### src/rtl/instr_encoder_pkg.sv
// -----------------------------------------------------------------------------
// instr_encoder_pkg
// Shared core definitions used by the immediate encoder and the immediate
// decoder: the imm_type format codes, the 32-bit instruction word type and a
// small helper for signed-range checks on immediates.
// No ports (package).
// -----------------------------------------------------------------------------
package instr_encoder_pkg;

  // Immediate format codes; 3'b101..3'b111 are not valid formats.
  localparam logic [2:0] IMM_I = 3'b000;
  localparam logic [2:0] IMM_S = 3'b001;
  localparam logic [2:0] IMM_B = 3'b010;
  localparam logic [2:0] IMM_U = 3'b011;
  localparam logic [2:0] IMM_J = 3'b100;

  typedef logic [31:0] instr_word_t;

  // True when value[31:msb] are all equal, i.e. the value is representable as
  // a sign-extended (msb+1)-bit quantity. An arithmetic shift leaves either all
  // zeros or all ones exactly in that case.
  function automatic logic imm_fits(input logic [31:0] value,
                                    input int unsigned msb);
    logic [31:0] w_upper;
    w_upper = 32'($signed(value) >>> msb);
    return (w_upper == 32'h0000_0000) || (w_upper == 32'hFFFF_FFFF);
  endfunction

endpackage

### src/rtl/instr_encoder_imm_pack.sv
// -----------------------------------------------------------------------------
// imm_pack
// Purely combinational immediate packer. Scatters the immediate bits into the
// positions the core's immediate decoder gathers them from, keeps every other
// bit of the base word, and flags immediates that do not fit their format.
// Ports:
//   i_imm_type  [2:0]  immediate format code (see instr_encoder_pkg)
//   i_imm       [31:0] immediate value to encode
//   i_base_word [31:0] instruction with opcode/register/funct fields
//   o_instr     [31:0] base word with the immediate fields overwritten
//   o_err              immediate out of range or format code invalid
// -----------------------------------------------------------------------------
module imm_pack
  import instr_encoder_pkg::*;
(
  input  logic [2:0]  i_imm_type,
  input  logic [31:0] i_imm,
  input  logic [31:0] i_base_word,
  output logic [31:0] o_instr,
  output logic        o_err
);

  instr_word_t w_word;
  logic        w_err;

  // Start from the base word and overwrite only the immediate fields of the
  // selected format. An unknown format leaves the base word untouched and
  // reports an error. Out-of-range immediates are still packed (truncated).
  always_comb begin
    w_word = i_base_word;
    w_err  = 1'b1;
    case (i_imm_type)
      IMM_I: begin
        w_word[31:20] = i_imm[11:0];
        w_err         = !imm_fits(i_imm, 11);
      end
      IMM_S: begin
        w_word[31:25] = i_imm[11:5];
        w_word[11:7]  = i_imm[4:0];
        w_err         = !imm_fits(i_imm, 11);
      end
      IMM_B: begin
        w_word[31]    = i_imm[12];
        w_word[7]     = i_imm[11];
        w_word[30:25] = i_imm[10:5];
        w_word[11:8]  = i_imm[4:1];
        w_err         = !imm_fits(i_imm, 12) || i_imm[0];
      end
      IMM_U: begin
        w_word[31:12] = i_imm[31:12];
        w_err         = |i_imm[11:0];
      end
      IMM_J: begin
        w_word[31]    = i_imm[20];
        w_word[19:12] = i_imm[19:12];
        w_word[20]    = i_imm[11];
        w_word[30:21] = i_imm[10:1];
        w_err         = !imm_fits(i_imm, 20) || i_imm[0];
      end
      default: begin
      end
    endcase
  end

  assign o_instr = w_word;
  assign o_err   = w_err;

endmodule

### src/rtl/instr_encoder.sv
// -----------------------------------------------------------------------------
// instr_encoder
// Two-stage valid/ready pipeline that inserts an immediate into an instruction
// word. S1 registers the request, imm_pack sits between S1 and S2, and S2
// registers the encoded word together with its error flag.
// Ports:
//   clk                 single clock, rising edge
//   rst                 asynchronous active-low reset
//   in_valid / in_ready request handshake
//   imm_type [2:0]      immediate format code
//   imm      [31:0]     immediate value
//   base_word[31:0]     instruction carrying the non-immediate fields
//   out_valid/out_ready result handshake
//   instr    [31:0]     encoded instruction
//   out_err             range error or invalid format for this word
//   err_sticky          set by any delivered word with out_err=1
//   clr_err             clears err_sticky (a simultaneous error delivery wins)
//   enc_cnt  [15:0]     wrapping count of delivered words
// -----------------------------------------------------------------------------
module instr_encoder
  import instr_encoder_pkg::*;
(
  input  logic        clk,
  input  logic        rst,
  input  logic        in_valid,
  output logic        in_ready,
  input  logic [2:0]  imm_type,
  input  logic [31:0] imm,
  input  logic [31:0] base_word,
  output logic        out_valid,
  input  logic        out_ready,
  output logic [31:0] instr,
  output logic        out_err,
  output logic        err_sticky,
  input  logic        clr_err,
  output logic [15:0] enc_cnt
);

  logic        r_rdy_en;
  logic        r_s1_valid;
  logic [2:0]  r_s1_type;
  logic [31:0] r_s1_imm;
  instr_word_t r_s1_base;
  logic        r_s2_valid;
  instr_word_t r_s2_instr;
  logic        r_s2_err;
  logic        r_err_sticky;
  logic [15:0] r_enc_cnt;

  logic        w_s2_load;
  logic        w_accept;
  logic        w_deliver;
  instr_word_t w_pack_instr;
  logic        w_pack_err;

  // S2 can take a new word when it is empty or its word leaves this cycle;
  // S1 may then accept as long as it is empty or draining into S2.
  // r_rdy_en keeps in_ready low during reset and until the first clock edge.
  assign w_s2_load = !r_s2_valid || out_ready;
  assign in_ready  = r_rdy_en && (!r_s1_valid || w_s2_load);
  assign w_accept  = in_valid && in_ready;
  assign w_deliver = r_s2_valid && out_ready;

  // Release request acceptance on the first edge after reset is removed.
  always_ff @(posedge clk or negedge rst) begin
    if (!rst) begin
      r_rdy_en <= 1'b0;
    end else begin
      r_rdy_en <= 1'b1;
    end
  end

  // Stage 1: capture the raw request. When in_ready is high S1 is either empty
  // or handing its word to S2, so its valid simply follows in_valid.
  always_ff @(posedge clk or negedge rst) begin
    if (!rst) begin
      r_s1_valid <= 1'b0;
      r_s1_type  <= '0;
      r_s1_imm   <= '0;
      r_s1_base  <= '0;
    end else begin
      if (in_ready) begin
        r_s1_valid <= in_valid;
      end
      if (w_accept) begin
        r_s1_type <= imm_type;
        r_s1_imm  <= imm;
        r_s1_base <= base_word;
      end
    end
  end

  imm_pack u_imm_pack (
    .i_imm_type  (r_s1_type),
    .i_imm       (r_s1_imm),
    .i_base_word (r_s1_base),
    .o_instr     (w_pack_instr),
    .o_err       (w_pack_err)
  );

  // Stage 2: register the packed word and its error flag. Data only moves
  // while S2 is loading, so the output holds still under backpressure.
  always_ff @(posedge clk or negedge rst) begin
    if (!rst) begin
      r_s2_valid <= 1'b0;
      r_s2_instr <= '0;
      r_s2_err   <= 1'b0;
    end else if (w_s2_load) begin
      r_s2_valid <= r_s1_valid;
      if (r_s1_valid) begin
        r_s2_instr <= w_pack_instr;
        r_s2_err   <= w_pack_err;
      end
    end
  end

  // Delivery bookkeeping: wrapping word counter and a sticky error flag where
  // an erroring delivery takes priority over a clear in the same cycle.
  always_ff @(posedge clk or negedge rst) begin
    if (!rst) begin
      r_enc_cnt    <= '0;
      r_err_sticky <= 1'b0;
    end else begin
      if (w_deliver) begin
        r_enc_cnt <= r_enc_cnt + 16'd1;
      end
      if (w_deliver && r_s2_err) begin
        r_err_sticky <= 1'b1;
      end else if (clr_err) begin
        r_err_sticky <= 1'b0;
      end
    end
  end

  assign out_valid  = r_s2_valid;
  assign instr      = r_s2_instr;
  assign out_err    = r_s2_err;
  assign err_sticky = r_err_sticky;
  assign enc_cnt    = r_enc_cnt;

endmodule

### config.mk
export PLATFORM = sky130hd
export DESIGN_NAME = instr_encoder
export DESIGN_NICKNAME = d
export VERILOG_FILES = /design/src/rtl/instr_encoder_pkg.sv /design/src/rtl/instr_encoder_imm_pack.sv /design/src/rtl/instr_encoder.sv
export SDC_FILE = /design/constraint.sdc
export NUM_CORES = 1
export LEC_CHECK = 0
export CELL_PAD_IN_SITES_DETAIL_PLACEMENT = 2
export CELL_PAD_IN_SITES_GLOBAL_PLACEMENT = 2
export CORE_MARGIN = 2
export CORE_UTILIZATION = 29
export DETAILED_ROUTE_END_ITERATION = 8
export PLACE_DENSITY = 0.78
export SLEW_MARGIN = 25
export SYNTH_ARGS = -nofsm -noshare
export SYNTH_HDL_FRONTEND = slang
export SYNTH_SLANG_ARGS = --single-unit
### constraint.sdc
create_clock -name clk -period 1.7 [get_ports clk]
set_input_delay 0.255 -clock clk [delete_from_list [all_inputs] [get_ports clk]]
set_output_delay 0.255 -clock clk [all_outputs]
set_load 0.01 [all_outputs]
Word level (Yosys, flattened, before mapping)
Index checks and enable logic that the tools add are counted.

Output and inout bits: 52. Register bits: 120. Logic and storage cells: 50. Bits of input ports: 72.

Equal/unequal tests: 7. Reduce and logical (&&, ||, !) cells: 25. Add/sub/neg operators: 1. Mux-type cells: 7.

Operators by type and width (count): $eq 32x32->1 const B (3); $logic_not 32->1 (3); $pmux 7 s4 (1); $add 16x1->16 const B (1); $pmux 5 s3 (1); $reduce_or 12->1 (1); $pmux 5 s2 (1); $mux 8 (1); $logic_or 1x1->1 (7); $eq 3x2->1 const B (2); $logic_not 1->1 (5); $logic_and 1x1->1 (4); $pmux 1 s4 (1); $reduce_or 2->1 (2); $eq 3x1->1 const B (1); $eq 3x3->1 const B (1); $logic_not 3->1 (1); $mux 1 (2); $reduce_and 2->1 (1); $reduce_bool 2->1 (1).

Longest topological paths before layout
Depth in word-level cells: 5. Depth in mapped cells: 7. Gate-level depth less buffers: 6.

By module
From an unflattened synthesis, not the netlist that was laid out.

Cell total of the unflattened synthesis: 412. Area total of the unflattened synthesis: 5479.0 µm².

By module, submodules not included: instr_encoder (area each 4640.7 µm², sequential area each 3002.9 µm², times used 1, cells each 287); imm_pack (area each 838.3 µm², sequential area each 0.0 µm², times used 1, cells each 125).

Worst setup path after synthesis
Ideal clock, no wire load.

Kind: flip-flop to flip-flop. From: reg r_s2_valid (netlist: out_valid). To: reg r_s1_base[0]. Required time: 1.575 ns. Clock period less this slack: 1.622 ns. Path buffers: 2. Arrival time: 1.497 ns. Path slack: 0.078 ns. Library setup time: 0.125 ns. Stages on the path, launching flop included: 7. Cell sequence: dfrtp_1 > nand2b_1 > o21a_1 > nand2_1 > buf_4 > buf_6 > mux2_2.

Longest elaborated chain between the ends: 5.

Ends and longest elaborated chain: from (decl) (RTL line instr_encoder.sv:44) `logic r_s2_valid;`; from (signal assigned) (RTL line instr_encoder.sv:109) `r_s2_valid <= r_s1_valid;`; $logic_not 1->1 (RTL line instr_encoder.sv:59) `assign w_s2_load = !r_s2_valid || out_ready;`; $logic_or 1x1->1 (RTL line instr_encoder.sv:59); $logic_or 1x1->1 (RTL line instr_encoder.sv:60) `assign in_ready = r_rdy_en && (!r_s1_valid || w_s2_load);`; $logic_and 1x1->1 (RTL line instr_encoder.sv:60); named net in_ready (RTL line instr_encoder.sv:26) `output logic in_ready,`; $logic_and 1x1->1 (RTL line instr_encoder.sv:61) `assign w_accept = in_valid && in_ready;`; to (signal assigned) (RTL line instr_encoder.sv:88) `r_s1_base <= base_word;`; to (decl) (RTL line instr_encoder.sv:43) `instr_word_t r_s1_base;`.

The timed path passes the listed nets, and every way through them passes these cells. A chain may end at the register's enable or synchronous reset.

Final worst setup path
From: reg r_s1_imm[7]. To: reg r_s2_err (netlist: out_err).

Longest elaborated chain between the ends: 2.

Ends and longest elaborated chain: from (decl) (RTL line instr_encoder.sv:42) `logic [31:0] r_s1_imm;`; from (signal assigned) (RTL line instr_encoder.sv:87) `r_s1_imm <= imm;`; $reduce_or 12->1 (RTL line instr_encoder_imm_pack.sv:51) `w_err = |i_imm[11:0];`; $pmux 1 s4 (RTL line instr_encoder_imm_pack.sv:32) `case (i_imm_type)`; to (signal assigned) (RTL line instr_encoder.sv:112) `r_s2_err <= w_pack_err;`; to (decl) (RTL line instr_encoder.sv:46) `logic r_s2_err;`.

Every way passes these cells.

==> qor.csv <==
metric,value,unit
layout cell share with drive strength beyond 1,27.8,%
Final Total Pwr,11.0,mW
antenna-violating nets left,0,
Hold Crit Class,in2async,
grt ovf,0,
WL/cell,20.0,um
Final period util,102,%
Synth-to-Final Area Change,45.6,%
cell area after synthesis,5250,sq um
buffers and inverters on the worst path,0,
critical path type,reg2reg,
status,finished with violations,
crit path cell chain,or4_4 -> nor4_4 -> a32oi_1 -> a221oi_2 -> o211ai_1,
initial antenna violation count,1,
ys flop type,dfrtp_1,
first-pass GRT wire length,26700,um
most frequent cells in the layout,"120 x clkdlybuf4s50_1, 114 x dfrtp_1, 80 x mux2_2, 45 x nand2_1, 35 x buf_4",
DP Wirelength,11700,um
Yosys top cell area share,57.2,%
Worst-path clk slew,0.05,ns
critical path's largest stage delay,0.56,ns
vias per cell,4.79,
Setup Skew,0.00628,ns
syn avg cell area,12.4,sq um
crit path capture type,register,
critical path startpoint category,register,
# IOs,124,
sequential area share after synthesis,57.2,%
H-tree depth,4,
RSZ-0062 raised after global routing,yes,
fmax,577,MHz
TritonCTS clock tree,built,
Max-Cap Viols,0,
GRT Util Overall,17.8,%
gpl congestion,0.771,
Setup TNS,-0.0345,ns
# rows,49,
endpoints failing setup,1,
PwrDens,1430,nW/um^2
die span in y,139,um
total CTS buffers,17,
synth top area cells,"dfrtp_1 57%, mux2_2 17%, mux2i_1 3.4%, nand2_1 3.4%, o21ai_0 2.6%",
leakage,3.21,nW
Syn Nets,497,
Pre-Repair DR Iteration Count,6,
"Distinct cells, synth",44,
"EDFF count, synth",0,
vias in the first global route,4740,
clock latency on the worst-skew pair,0.41,ns
CP max stage cell,or4_4,
"delay-heaviest family, CP",simple AND/OR/NAND/NOR gates,
Hold Fails Final Rpt,0,
initial DRC count,150,
fillers,1757,
#FFs+latches synth,120,
CP required,1.98,ns
Mapped Cells,424,
die area,19200,sq um
CTS Sinks,120,
largest net degree at the start of global routing,65,
Async SR Flop Fraction,100,%
CTS Buffer Depth,2,
Root Driver,clkbuf_16,
Pins Over Slew Limit,0,
failing checks,setup timing,
CORE AREA,17800,sq um
Ys Warns,0,
residual DRC count,0,
crit path time final,1.73,ns
"commonest non-fill, non-tap cell in the layout",clkdlybuf4s50_1,
Routed WL,16600,um
Final Core Density,42.9,%
routed vias,3976,
initial core utilization,29.4,%
VDD IR-drop max,743,uV
worst setup margin,-0.0345,ns
"Net count, final",660,
Die X,139,um
# port buffers,123,
CP Max Fanout,2,
crit path DAT,2.01,ns
Synth area leader,dfrtp_1,
==> state kept, by name, summed over array words and instances, names as in the netlist <==
| register | flops |
|---|---|
| err_sticky | 1 |
| r_s1_type | 3 |
| out_err | 1 |
| out_valid | 1 |
| r_rdy_en | 1 |
| r_s1_valid | 1 |
| instr | 32 |
| enc_cnt | 16 |
| r_s1_imm | 32 |
| r_s1_base | 32 |
==> layout make-up <==
class | count | area [sq um] | area share, %
Sequential cell | 120 | 3010 | 39.4
Multi-Input combinational cell | 278 | 2140 | 27.9
Timing Repair Buffer | 166 | 1640 | 21.4
Clock buffer | 22 | 454 | 5.94
Tap cell | 229 | 287 | 3.75
Clock inverter | 10 | 103 | 1.34
Inverter | 4 | 15.0 | 0.196
Antenna cell | 1 | 2.50 | 0.0327
==> kinds of logic (layout without fill, tap and decap cells) <==
kind of cell             count (synthesis)  count (layout)  share of synthesized area [%]
adder cells (fa/ha/maj)                  1               1                          0.238
XOR/XNOR                                16              16                           2.67
other                                    1               2                         0.0714
flip-flops                             120             120                           57.2
AO/OA/AOI/OAI                           64              64                           7.58
buffers and inverters                   26             202                           2.74
multiplexers                            98              98                           20.6
AND/OR/NAND/NOR                         98              98                           8.96
==> synthesized netlist by cell type, types with 2 or more instances <==
| library cell | number |
|---|---|
| o21ai_0 | 27 |
| nor2_1 | 16 |
| dfrtp_1 | 120 |
| xnor2_1 | 11 |
| buf_2 | 8 |
| nand4_1 | 7 |
| a22oi_1 | 2 |
| o2111ai_1 | 2 |
| mux2_2 | 80 |
| nand3_1 | 6 |
| and3_1 | 2 |
| nor3_1 | 2 |
| a21oi_1 | 9 |
| nand2b_1 | 4 |
| xor2_1 | 5 |
| mux2i_1 | 18 |
| buf_6 | 2 |
| buf_4 | 3 |
| o22ai_1 | 7 |
| and4_1 | 2 |
| inv_1 | 4 |
| nor4_1 | 4 |
| o21ai_1 | 2 |
| or4_1 | 3 |
| o221ai_1 | 6 |
| clkbuf_1 | 8 |
| nand2_1 | 47 |
==> through the flow <==
| stage | std cells | worst slack [ns] | hold WS (ns) | area (sq um) |
|---|---|---|---|---|
| after floorplan | 424 | 0.0783 | -0.0406 | 5250 |
| after global placement | 794 | -0.256 | 0.289 | 7030 |
| after detailed placement | 794 | -0.289 | 0.298 | 7030 |
| after CTS | 828 | -0.0406 | 0.419 | 7620 |
| after global routing | 830 | -0.0859 | 0.436 | 7650 |
| final | 830 | -0.0345 | 0.405 | 7650 |
==> layer usage <==
layer	routed length [um]	global-route usage (%)
met4	234	5.05
met1	7190	22.0
met5	0	0
met2	8500	31.0
met3	670	4.56
==> power by group <==
part	internal [mW]	switching (mW)	leakage [nW]
sequential	3.61	0.624	1.44
combinational	1.86	1.44	1.49
clock	2.17	1.25	0.277
==> worst reg2reg max path, delay by kind of cell, from the launching register on <==
kind | cells | cell delay [ns]
flops | 1 | 0.38
compound gates | 3 | 0.50
simple gates | 2 | 0.72
==> worst paths after layout <==
check	startpoint	endpoint	slack [ns]	depth (start not counted)
min in group clk	base_word[2]	r_s1_base[2]	0.45	2
min reg2reg	enc_cnt[15]	enc_cnt[15]	0.47	1
min	rst	instr[28]	0.41	3
max	r_s1_imm[7]	out_err	-0.03	5
max in group asynchronous	rst	enc_cnt[1]	0.95	3
max reg2reg	r_s1_imm[7]	out_err	-0.03	5
==> what timing repair did <==
item / 4_1_cts / 5_1_grt
resized for setup: 9 / 9
setup endpoints to repair: 13 / 11
pin swaps: 0 / 1
hold buffers: 1 / 0
hold endpoints to repair: 120 / 0
buffers inserted: 1 / 1
No activity file was read; power rests on OpenSTA's default activity.
